===== src/rtl/cascaded_alu_pkg.sv =====
// Shared types and constants for the cascaded ALU arbiter.
package cascaded_alu_pkg;

  localparam int DEF_DATA_WIDTH   = 16;
  localparam int DEF_RESULT_WIDTH = 32;

  typedef enum logic [1:0] {
    ST_IDLE  = 2'd0,
    ST_ISSUE = 2'd1,
    ST_WAIT  = 2'd2,
    ST_RESP  = 2'd3
  } state_t;

  localparam logic [2:0] OP_MUL = 3'b000;
  localparam logic [2:0] OP_ADD = 3'b001;
  localparam logic [2:0] OP_SUB = 3'b010;
  localparam logic [2:0] OP_AND = 3'b011;
  localparam logic [2:0] OP_OR  = 3'b100;
  localparam logic [2:0] OP_XOR = 3'b101;
  localparam logic [2:0] OP_SHL = 3'b110;
  localparam logic [2:0] OP_NOT = 3'b111;

endpackage


===== src/rtl/cascaded_alu_arbiter_rr.sv =====
// Two-way round-robin arbiter: grants the requester that did not win last,
// remembering the winner only when the grant is actually taken.
module rr_arbiter2 (
  input  logic       clk,
  input  logic       rst,
  input  logic [1:0] req,
  input  logic       accept,
  output logic       grant,
  output logic       ptr
);

  logic r_ptr;

  // Pick the grant index from the pending requests and the last winner.
  always_comb begin
    grant = 1'b0;
    if (req == 2'b11) begin
      grant = ~r_ptr;
    end else if (req[1]) begin
      grant = 1'b1;
    end
  end

  // Last-grant pointer starts at 1 so requester 0 wins the first contest.
  always_ff @(posedge clk) begin
    if (rst) begin
      r_ptr <= 1'b1;
    end else if (accept) begin
      r_ptr <= grant;
    end
  end

  assign ptr = r_ptr;

endmodule


===== src/rtl/cascaded_alu_arbiter.sv =====
// Two-requester front end for a multi-cycle ALU: arbitrates, issues one
// operation at a time, waits for completion or timeout, and holds the
// response until the consumer takes it.
module cascaded_alu_arbiter
  import cascaded_alu_pkg::*;
#(
  parameter int DATA_WIDTH   = DEF_DATA_WIDTH,
  parameter int RESULT_WIDTH = DEF_RESULT_WIDTH,
  parameter int TIMEOUT      = 8
) (
  input  logic                    clk,
  input  logic                    rst,
  input  logic                    req0_valid,
  output logic                    req0_ready,
  input  logic [DATA_WIDTH-1:0]   req0_A,
  input  logic [DATA_WIDTH-1:0]   req0_B,
  input  logic [2:0]              req0_op,
  input  logic                    req1_valid,
  output logic                    req1_ready,
  input  logic [DATA_WIDTH-1:0]   req1_A,
  input  logic [DATA_WIDTH-1:0]   req1_B,
  input  logic [2:0]              req1_op,
  output logic                    rsp_valid,
  input  logic                    rsp_ready,
  output logic                    rsp_id,
  output logic [RESULT_WIDTH-1:0] rsp_result,
  output logic                    rsp_err,
  output logic [DATA_WIDTH-1:0]   alu_A,
  output logic [DATA_WIDTH-1:0]   alu_B,
  output logic [2:0]              alu_op_sel,
  output logic                    alu_start_op,
  input  logic                    alu_end_op,
  input  logic [RESULT_WIDTH-1:0] alu_result
);

  localparam int CNT_W = $clog2(TIMEOUT + 1);

  state_t                  r_state;
  logic [DATA_WIDTH-1:0]   r_a;
  logic [DATA_WIDTH-1:0]   r_b;
  logic [2:0]              r_op;
  logic                    r_start;
  logic [CNT_W-1:0]        r_cnt;
  logic                    r_rsp_valid;
  logic                    r_rsp_err;
  logic [RESULT_WIDTH-1:0] r_rsp_result;

  logic [1:0] w_req;
  logic       w_grant;
  logic       w_ptr;
  logic       w_accept;

  assign w_req    = {req1_valid, req0_valid};
  // A request held during reset is never taken, so ready stays low there.
  assign w_accept = (r_state == ST_IDLE) && !rst && w_req[w_grant];

  assign req0_ready = w_accept && !w_grant;
  assign req1_ready = w_accept &&  w_grant;

  rr_arbiter2 u_arb (
    .clk    (clk),
    .rst    (rst),
    .req    (w_req),
    .accept (w_accept),
    .grant  (w_grant),
    .ptr    (w_ptr)
  );

  // The pointer holds the accepted requester until the next acceptance,
  // which cannot happen before RESP is left, so it doubles as the response id.
  assign rsp_id       = (r_state == ST_RESP) && w_ptr;
  assign rsp_valid    = r_rsp_valid;
  assign rsp_err      = r_rsp_err;
  assign rsp_result   = r_rsp_result;
  assign alu_A        = r_a;
  assign alu_B        = r_b;
  assign alu_op_sel   = r_op;
  assign alu_start_op = r_start;

  // Control FSM with registered ALU-side and response outputs.
  always_ff @(posedge clk) begin
    if (rst) begin
      r_state      <= ST_IDLE;
      r_a          <= '0;
      r_b          <= '0;
      r_op         <= '0;
      r_start      <= 1'b0;
      r_cnt        <= '0;
      r_rsp_valid  <= 1'b0;
      r_rsp_err    <= 1'b0;
      r_rsp_result <= '0;
    end else begin
      case (r_state)
        ST_IDLE: begin
          if (w_accept) begin
            r_a     <= w_grant ? req1_A  : req0_A;
            r_b     <= w_grant ? req1_B  : req0_B;
            r_op    <= w_grant ? req1_op : req0_op;
            r_start <= 1'b1;
            r_state <= ST_ISSUE;
          end
        end
        ST_ISSUE: begin
          r_start <= 1'b0;
          r_cnt   <= '0;
          r_state <= ST_WAIT;
        end
        ST_WAIT: begin
          // Completion takes priority over a timeout landing in the same cycle.
          if (alu_end_op) begin
            r_rsp_result <= alu_result;
            r_rsp_err    <= 1'b0;
            r_rsp_valid  <= 1'b1;
            r_state      <= ST_RESP;
          end else if (r_cnt == CNT_W'(TIMEOUT - 1)) begin
            r_cnt        <= r_cnt + 1'b1;
            r_rsp_result <= '0;
            r_rsp_err    <= 1'b1;
            r_rsp_valid  <= 1'b1;
            r_state      <= ST_RESP;
          end else begin
            r_cnt <= r_cnt + 1'b1;
          end
        end
        ST_RESP: begin
          if (rsp_ready) begin
            r_rsp_valid <= 1'b0;
            r_state     <= ST_IDLE;
          end
        end
        default: r_state <= ST_IDLE;
      endcase
    end
  end

endmodule


===== config.mk =====
export PLATFORM = sky130hd
export DESIGN_NAME = cascaded_alu_arbiter
export DESIGN_NICKNAME = d
export VERILOG_FILES = /design/src/rtl/cascaded_alu_pkg.sv /design/src/rtl/cascaded_alu_arbiter_rr.sv /design/src/rtl/cascaded_alu_arbiter.sv
export SDC_FILE = /design/constraint.sdc
export NUM_CORES = 1
export LEC_CHECK = 0
export BUFFER_PORTS_ARGS = -buffer_cell sky130_fd_sc_hd__buf_2
export CORE_ASPECT_RATIO = 0.75
export CORE_MARGIN = 2
export CORE_UTILIZATION = 25
export DETAILED_ROUTE_END_ITERATION = 7
export GPL_ROUTABILITY_DRIVEN = 0
export SYNTH_ARGS = -nofsm -noshare
export SYNTH_HDL_FRONTEND = slang
export SYNTH_SLANG_ARGS = --single-unit

===== constraint.sdc =====
create_clock -name clk -period 2.1 [get_ports clk]
set_input_delay 0.105 -clock clk [delete_from_list [all_inputs] [get_ports clk]]
set_output_delay 0.105 -clock clk [all_outputs]
set_load 0.02 [all_outputs]

==> out/qor.yml, run 1 <==
routing:
  wl_met1_um: 3370
  antenna_left: 0
  top_layer_used: "met4"
  vias_per_cell: 4.69
  wirelength_um: 7990
  drc_errors: 0
  vias: 2867
  drt_iter0_drc: 187
  met2_length_um: 3630
  wl_met3_um: 899
  wire_per_inst_um: 13.1
  dr.pass1.iters: 6
logic_synthesis:
  yosysUniqueCellTypes: 29
  synth_area_per_cell_sq_um: 10.7
  synth_top_area_cell: "dfxtp_1"
  synthDominantCellAreaShare: 0.552
  synth_top_cells_by_area: "dfxtp_1 (55%), a222oi_1 (13%), a22o_1 (10%), nor2_1 (5.8%), ha_1 (2.2%)"
  ys_warn_count: 0
  yosysSeqAreaShare: 0.552
  synthCells: 260
  synth_fp_nets: 373
  synth_area_sq_mm: 0.00279
  synth_seq_cells: 77
sta:
  tightest_slew_ns: 0.715
  drv_slew: 0
  hold_viol: 0
  setup_ws_ns: 0.163
  fin_crit_ns: 1.94
  finClkSkew_ns: 0.00976
  finalSetupViolCount: 0
  rsz0062_at_grt: "no"
  post-route-period-util: 0.922
  slew_headroom: 0.522
  fmax_mhz: 516
cts:
  clk_pin_slew_ns: 0.06
  numCtsBuffers: 9
  clockBufferDepth: 2
  cts.sinks: 77
  tritoncts: "yes"
  clk-insertion-delay-late_ns: 0.33
  postCtsSetupBuffers: 0
  htreeDepth: 3
  cts_root_buffer: "clkbuf_16"
global_routing:
  overflow: 0
  grtUsageTotal: 0.128
  grt_pass1_vias: 2692
  grt_antenna_before_repair: 0
  grt_pass1_wl_um: 12400
  grt_max_degree: 49
cells_and_area:
  instances_no_fill: 611
  final_cell_mix: "buf_2 (180), dfxtp_1 (77), nor2_1 (41)"
  diodes: 0
  nets: 580
  drive_above_1_share: 0.433
  final_common_cell: "buf_2"
  area_growth_pct: 60.4
setup_path:
  worstPathArrival_ns: 1.83
  crit_type: "reg2out"
  slowest_delay_ns: 0.34
  worstPathRequired_ns: 2.00
  start_kind: "flop"
  crit_path_end_kind: "output port"
  crit_fanout: 36
  slowest_stage: "dfxtp_1"
  path_cells: "inv_1, ha_1, nor2b_2, and3_1, buf_12, buf_2"
min_path:
  min_path_type: "in2reg"
flow_run:
  drv_cap: 0
floorplan:
  die_w_um: 126
  initial_core_util: 0.256
  rows: 33
  core_region_area_sq_mm: 0.0109
  die-area_sq_mm: 0.0120
  ios: 181
  die_y_um: 95.5
power:
  p_per_area_mw_per_mm2: 1100
  power.leakage_nw: 2.16
  p_sw_frac: 0.317
  ir_worst_vdd_uv: 432
  power_mw: 4.94
  netSwitchingPower_mw: 1.57
  comb_power_share: 0.305
  p_int_mw: 3.37
  p_clk_frac: 0.326
  p_seq_frac: 0.369
placed_design:
  post-place-ws_ns: -0.162
  hpwl_um: 5460
  dp.cells: 563
  port_buffers: 180
run_status:
  status: "finished clean"
## final cells by class
| cell class | count | area [sq um] |
|---|---|---|
| flip-flops and latches | 77 | 1540 |
| fillers | 1056 | 6420 |
| well taps | 140 | 175 |
| inverters | 5 | 18.8 |
| repair buffers | 219 | 1300 |
| clock inverters | 5 | 85.1 |
| clock buffers | 10 | 229 |
| multi-input cells | 155 | 1130 |
## critical path, delay by kind of cell (launching register included)
kind / cells / cell delay, ns
buffers and inverters: 3 / 0.48
adder cells (fa/ha/maj): 1 / 0.23
AND/OR/NAND/NOR: 2 / 0.42
flip-flops: 1 / 0.34
## per-stage QoR
stage / cell area [sq um] / hold WS [ns] / TNS (ns) / util
6_report: 4480 / 0.0332 / 0 / 0.411
5_1_grt: 4480 / 0.0340 / 0 / 0.411
4_1_cts: 4470 / 0.0195 / 0 / 0.410
3_5_place_dp: 3820 / 0.319 / -4.79 / 0.351
3_3_place_gp: 3820 / 0.314 / -2.94 / 0.351
2_1_floorplan: 2790 / 0.201 / 0 / -
## cell usage after synthesis (all sizes together)
library cell / count
a211oi: 1
a21o: 1
a21oi: 4
a222oi: 35
a22o: 32
a22oi: 1
a311oi: 4
a31oi: 3
and2: 1
and3: 3
and3b: 1
buf: 12
clkbuf: 11
dfxtp: 77
ha: 5
inv: 5
nand2: 4
nand2b: 3
nand4: 1
nand4b: 1
nor2: 43
nor2b: 3
nor3: 1
o21a: 2
o21ai: 2
o31ai: 2
or2: 2
## per-layer routing
layer | vias up | track usage
li1 | 1427 | -
met1 | 1285 | 0.145
met2 | 147 | 0.218
met3 | 8 | 0.0561
met4 | 0 | 0.0412
met5 | - | 0
## logic make-up after synthesis
family,synth area share
AOI/OAI and AO/OA,0.275
adders and majority gates,0.0224
buffers and inverters,0.0498
DFF,0.552
and+or+nand+nor,0.100
## timing repair
action,in CTS,in global routing
gates resized for setup,1,1
endpoints found under the setup margin,32,2
hold endpoints to repair,33,0
hold buffers,33,0
## flip-flops by register name, indices dropped and copies added (netlist names)
name / count
rsp_result: 32
alu_A: 16
alu_B: 16
r_cnt: 4
alu_op_sel: 3
r_state: 2
alu_start_op: 1
rsp_err: 1
rsp_valid: 1
u_arb.ptr: 1
## worst paths after layout
check                 start        endpoint  slack (ns)  cells past startpoint
max              r_state[0]      req1_ready        0.16                      6
max reg2reg      r_state[0]       alu_B[10]        0.21                      7
min reg2reg  rsp_result[30]  rsp_result[30]        0.47                      1
min               req1_A[3]        alu_A[3]        0.03                      3
## power by group through the flow
stage                     Clock (mW)  Combinational [mW]  Sequential, mW
after floorplan                    0               0.741            2.08
after global placement             0                1.45            1.84
after detailed placement           0                1.47            1.85
after CTS                       1.67                1.52            1.82
after global routing            1.73                1.66            1.85
final                           1.61                1.51            1.82
(Power assumes the default switching activity.)
==> run 2, diff against run 1 <==
Settings changed: ABC_AREA set to 1, RECOVER_POWER set to 100.
==> run 2 against run 1 <==
Effect of this change:
- utilization down 6.3 points
- critical path depth up 2
- count of clock-buffer cells in the layout up 3
- hold slack worse by 0.0062 ns
- sequential cell count unchanged
- power down 8.4%
- clock power down 14%
- non-clock buffer count down 32
- combinational power down 9%
- sequential share of layout area down 0.30 points
- critical path type unchanged
- largest power group unchanged
==> out/qor.yml, run 2 <==
routing:
  wirelength_um: 9370
  drt_iter0_drc: 155
  vias_per_cell: 4.20
  wire_per_inst_um: 11.3
  vias: 3495
  antenna_left: 0
  drc_errors: 0
  dr.pass1.iters: 6
cells_and_area:
  final_util: 0.348
  nets: 770
  final_common_cell: "nand2_1"
  final_cell_mix: "nand2_1 (257), buf_2 (108), dfxtp_1 (77)"
  nFillCells: 1511
  design_area_sq_mm: 0.00452
  instances_no_fill: 832
  largest_register_ffs: 32
  drive_above_1_share: 0.201
  diodes: 0
  area_growth_pct: 36.2
logic_synthesis:
  netlist_top_cells_count: "nand2_1 (257), dfxtp_1 (77), a21oi_1 (76)"
  ys_warn_count: 0
  synth_seq_cells: 77
  synth_edf_count: 0
  yosysUniqueCellTypes: 20
  synth_area_sq_mm: 0.00332
  synth-async-reset-ratio: 0
  synthDominantCellAreaShare: 0.465
  synth_area_per_cell_sq_um: 6.82
  ys.flop_type: "dfxtp_1"
  synth_top_area_cell: "dfxtp_1"
  synth_top_cells_by_area: "dfxtp_1 (46%), nand2_1 (29%), a21oi_1 (11%), ha_1 (1.9%), buf_6 (1.7%)"
  yosysMostFrequentCell: "nand2_1"
  synthCells: 486
  synth_fp_nets: 599
  yosysSeqAreaShare: 0.465
floorplan:
  die_y_um: 104
  die-area_sq_mm: 0.0142
  rows: 36
  initial_core_util: 0.256
  die_w_um: 137
  core_region_area_sq_mm: 0.0130
  ios: 181
cts:
  numCtsBuffers: 9
  clk_pin_slew_ns: 0.06
  clk-insertion-delay-late_ns: 0.33
  postCtsSetupBuffers: 0
  cts.sinks: 77
  post_cts_resized: 0
  cts_root_buffer: "clkbuf_16"
  htreeDepth: 3
  ctsHoldBuffers: 0
  tritoncts: "yes"
  clockBufferDepth: 2
sta:
  drv_slew: 0
  post-route-period-util: 0.890
  tightest_slew_ns: 0.671
  hold_viol: 0
  rsz0062_at_grt: "no"
  fin_crit_ns: 1.87
  whs_ns: 0.0270
  slew_headroom: 0.553
  fin_setup_tns_ns: 0
  fmax_mhz: 535
  finalSetupViolCount: 0
  finClkSkew_ns: 0.00728
power:
  p_per_area_mw_per_mm2: 1000
  power.leakage_nw: 2.03
  ir_worst_vdd_uv: 379
global_routing:
  grt_pass1_wl_um: 15100
  overflow: 0
  grt_antenna_before_repair: 0
  grt_pass1_vias: 3160
  grt_max_degree: 63
  grtUsageTotal: 0.131
placed_design:
  dp.cells: 817
  port_buffers: 180
  placed_area_sq_mm: 0.00435
  hpwl_um: 6710
setup_path:
  worstPathArrival_ns: 1.76
  worstPathRequired_ns: 2.00
  crit_type: "reg2out"
  crit_fanout: 7
  start_kind: "flop"
  crit_path_end_kind: "output port"
min_path:
  min_path_type: "in2reg"
flow_run:
  drv_cap: 0
run_status:
  status: "finished clean"
-- run 2: cell types whose count changed after synthesis, moves of 4 or more --
| cell | before | now |
|---|---|---|
| a311oi_1 | 4 | 0 |
| inv_1 | 5 | 15 |
| nor2_1 | 43 | 10 |
| nand3_1 | 0 | 6 |
| a222oi_1 | 35 | 0 |
| a22o_1 | 32 | 0 |
| a21oi_1 | 4 | 76 |
| nand2_1 | 4 | 257 |
-- run 2: layout make-up --
cell class	instances	area [sq um]	area share
timing repair buffer	187	883	0.196
clock inverter	2	10.0	0.00222
clock buffer	13	250	0.0554
inverter	17	63.8	0.0141
sequential	77	1540	0.341
multi-input combinational	365	1550	0.344
tap	171	214	0.0474
-- run 2: logic make-up (layout without fill, tap and decap cells) --
| family | after synthesis | count (layout) | share of synthesized area |
|---|---|---|---|
| simple gates | 277 | 277 | 0.320 |
| buf+inv | 44 | 219 | 0.0687 |
| flops | 77 | 77 | 0.465 |
| fa+ha+maj | 5 | 5 | 0.0189 |
| compound gates | 83 | 83 | 0.128 |
-- run 2: report_power, final --
group | switching [mW] | total, mW | internal, mW
sequential | 0.116 | 1.78 | 1.66
combinational | 0.912 | 1.37 | 0.453
clock | 0.553 | 1.38 | 0.823
total | 1.58 | 4.52 | 2.94
-- run 2: worst paths after layout --
kind	from	to	slack, ns	cells after the start
worst min-delay path	alu_result[17]	rsp_result[17]	0.03	3
worst max register to register	r_state[0]	alu_B[11]	0.35	7
worst max-delay path	r_state[0]	req1_ready	0.23	8
worst min register to register	rsp_result[17]	rsp_result[17]	0.46	2
-- run 2: metrics by stage --
stage                     worst slack [ns]  power [mW]
after CTS                            0.261        4.66
after global routing                0.0730        4.85
after floorplan                      0.604        2.77
after global placement               0.586        3.24
final                                0.231        4.52
after detailed placement             0.578        3.24
-- run 2: routing by layer --
metal | wire length (um) | GRT usage
met1 | 4550 | 0.172
met4 | 135 | 0.0405
met2 | 4150 | 0.206
met3 | 531 | 0.0367
met5 | 0 | 0
-- run 2: worst max-delay path: stages, from the launching register on --
cell and delay (ns):
dfxtp_1 0.34, inv_1 0.09, ha_1 0.14, inv_1 0.08, nor3_4 0.23, buf_4 0.18, nand2_1 0.07, inv_1 0.08
clkbuf_1 0.22
==> run 3, diff against run 2 <==
Settings changed: GPL_ROUTABILITY_DRIVEN 0 to unset.
Clock period 2.1 ns to 2.3 ns, I/O delays scaled along.
==> run 3 against run 2 <==
Effect of this change:
- clock skew decreased by 0.0012 ns
- sequential cell count unchanged
- die area unchanged
- wire length about the same
- sequential share of layout area decreased by 0.13 points
==> out/qor.yml, run 3 (synthesized netlist as in run 2, its figures left out) <==
setup_path:
  worst_path_most_repeated_cell: "inv_1"
  cp_top_family: "buffers and inverters"
  r2r_setup_slack_ns: 0.59
  slowest_stage: "buf_4"
  r2r_start: "r_state[0]"
  rr_endpoint: "rsp_result[9]"
  crit_path_end_kind: "output port"
  slowest_delay_ns: 0.38
  critPathBufInv: 5
  start_kind: "flop"
  worstPathArrival_ns: 1.93
  crit_type: "reg2out"
  cp_num_cells: 8
  crit_fanout: 37
  worstPathRequired_ns: 2.18
  path_cells: "inv_1, ha_1, inv_1, nor3_4, buf_4, nand2_1, inv_1, clkbuf_2"
  r2r_cells: 7
  startpoint: "r_state[0]"
cells_and_area:
  final_common_cell: "nand2_1"
  diodes: 0
  nets: 768
  nFillCells: 1468
  final_cell_mix: "nand2_1 (257), buf_2 (107), dfxtp_1 (77)"
  multiInputGateArea_sq_mm: 0.00155
  design_area_sq_mm: 0.00453
  area_growth_pct: 36.7
  drive_above_1_share: 0.206
  instances_no_fill: 831
  largest_register_ffs: 32
  regArea_sq_mm: 0.00154
power:
  p_clk_frac: 0.330
  p_sw_frac: 0.347
  comb_power_share: 0.289
  netSwitchingPower_mw: 1.47
  p_int_mw: 2.78
  p_per_area_mw_per_mm2: 938
  power.leakage_nw: 2.03
  ir_worst_vdd_uv: 360
  p_seq_frac: 0.382
routing:
  wire_per_inst_um: 11.3
  antenna_left: 0
  dr.pass1.iters: 5
  vias: 3545
  drt_iter0_drc: 156
  drc_errors: 0
  wirelength_um: 9380
  vias_per_cell: 4.27
cts:
  htreeDepth: 3
  ctsHoldBuffers: 0
  clockBufferDepth: 2
  postCtsSetupBuffers: 0
  numCtsBuffers: 9
  clk-insertion-delay-late_ns: 0.33
  cts.sinks: 77
  tritoncts: "yes"
  post_cts_resized: 0
  clk_pin_slew_ns: 0.06
  cts_root_buffer: "clkbuf_16"
min_path:
  hp-start: "alu_result[13]"
  hold_depth: 3
  min_path_type: "in2reg"
  whs_endpoint: "rsp_result[13]"
global_routing:
  grt_antenna_before_repair: 0
  grt_pass1_vias: 3146
  grt_max_degree: 64
  grtUsageTotal: 0.129
  grt_pass1_wl_um: 14700
  overflow: 0
sta:
  finClkSkew_ns: 0.00606
  finalSetupViolCount: 0
  fin_crit_ns: 2.04
  fmax_mhz: 490
  whs_ns: 0.0317
  slew_headroom: 0.539
  hold_viol: 0
  post-route-period-util: 0.888
  rsz0062_at_grt: "no"
  tightest_slew_ns: 0.691
  drv_slew: 0
  fin_setup_tns_ns: 0
floorplan:
  die_w_um: 137
  core_region_area_sq_mm: 0.0130
  rows: 36
  initial_core_util: 0.256
  die_y_um: 104
  ios: 181
  die-area_sq_mm: 0.0142
placed_design:
  dp.cells: 815
  placed_area_sq_mm: 0.00432
  port_buffers: 180
  gp_congestion: 0.741
  hpwl_um: 6580
run_status:
  status: "finished clean"
flow_run:
  drv_cap: 0
-- run 3: changes by cell type in the layout (fill, tap and decap cells not counted) --
cell	before	now
clkbuf_1	75	71
bufinv_16	0	1
clkinvlp_4	0	3
clkbuf_2	2	3
buf_2	108	107
buf_12	2	1
-- run 3: how the worst max path moves through the flow --
stage            endpoint  slack (ns)
3_3_place_gp   req1_ready        0.62
6_report       req1_ready        0.26
5_1_grt        req1_ready        0.08
2_1_floorplan  req0_ready        0.79
4_1_cts        req1_ready        0.21
3_5_place_dp   req1_ready        0.57
-- run 3: worst min-delay path, stage by stage --
cell     delay (ns)
buf_2          0.09
nand2_1        0.05
a21oi_1        0.05
-- run 3: power by group through the flow --
stage                     Sequential [mW]  Clock, mW  Combinational [mW]
after CTS                            1.62       1.47                1.29
after detailed placement             1.64          0                1.29
after global placement               1.64          0                1.29
after global routing                 1.64       1.52                1.38
final                                1.62       1.40                1.23
after floorplan                      1.84          0               0.693
-- run 3: metal layers --
metal	track usage	share of wire	vias to the layer above
met1	0.160	0.48	1554
met5	0	0	-
li1	-	-	1859
met4	0.0471	0.026	0
met3	0.0455	0.065	20
met2	0.204	0.43	112
-- run 3: area by class of cell --
type                            count  share of cell area
Sequential cell                    77               0.340
Timing Repair Buffer              185               0.190
Tap cell                          171              0.0472
Clock buffer                       10              0.0527
Clock inverter                      6              0.0138
Multi-Input combinational cell    365               0.343
Inverter                           17              0.0141
-- run 3: stage by stage --
stage	power, mW	util	setup slack, ns
2_1_floorplan	2.53	-	0.794
3_3_place_gp	2.93	0.333	0.618
3_5_place_dp	2.93	0.333	0.569
4_1_cts	4.38	0.356	0.205
5_1_grt	4.55	0.349	0.0782
6_report	4.25	0.349	0.257
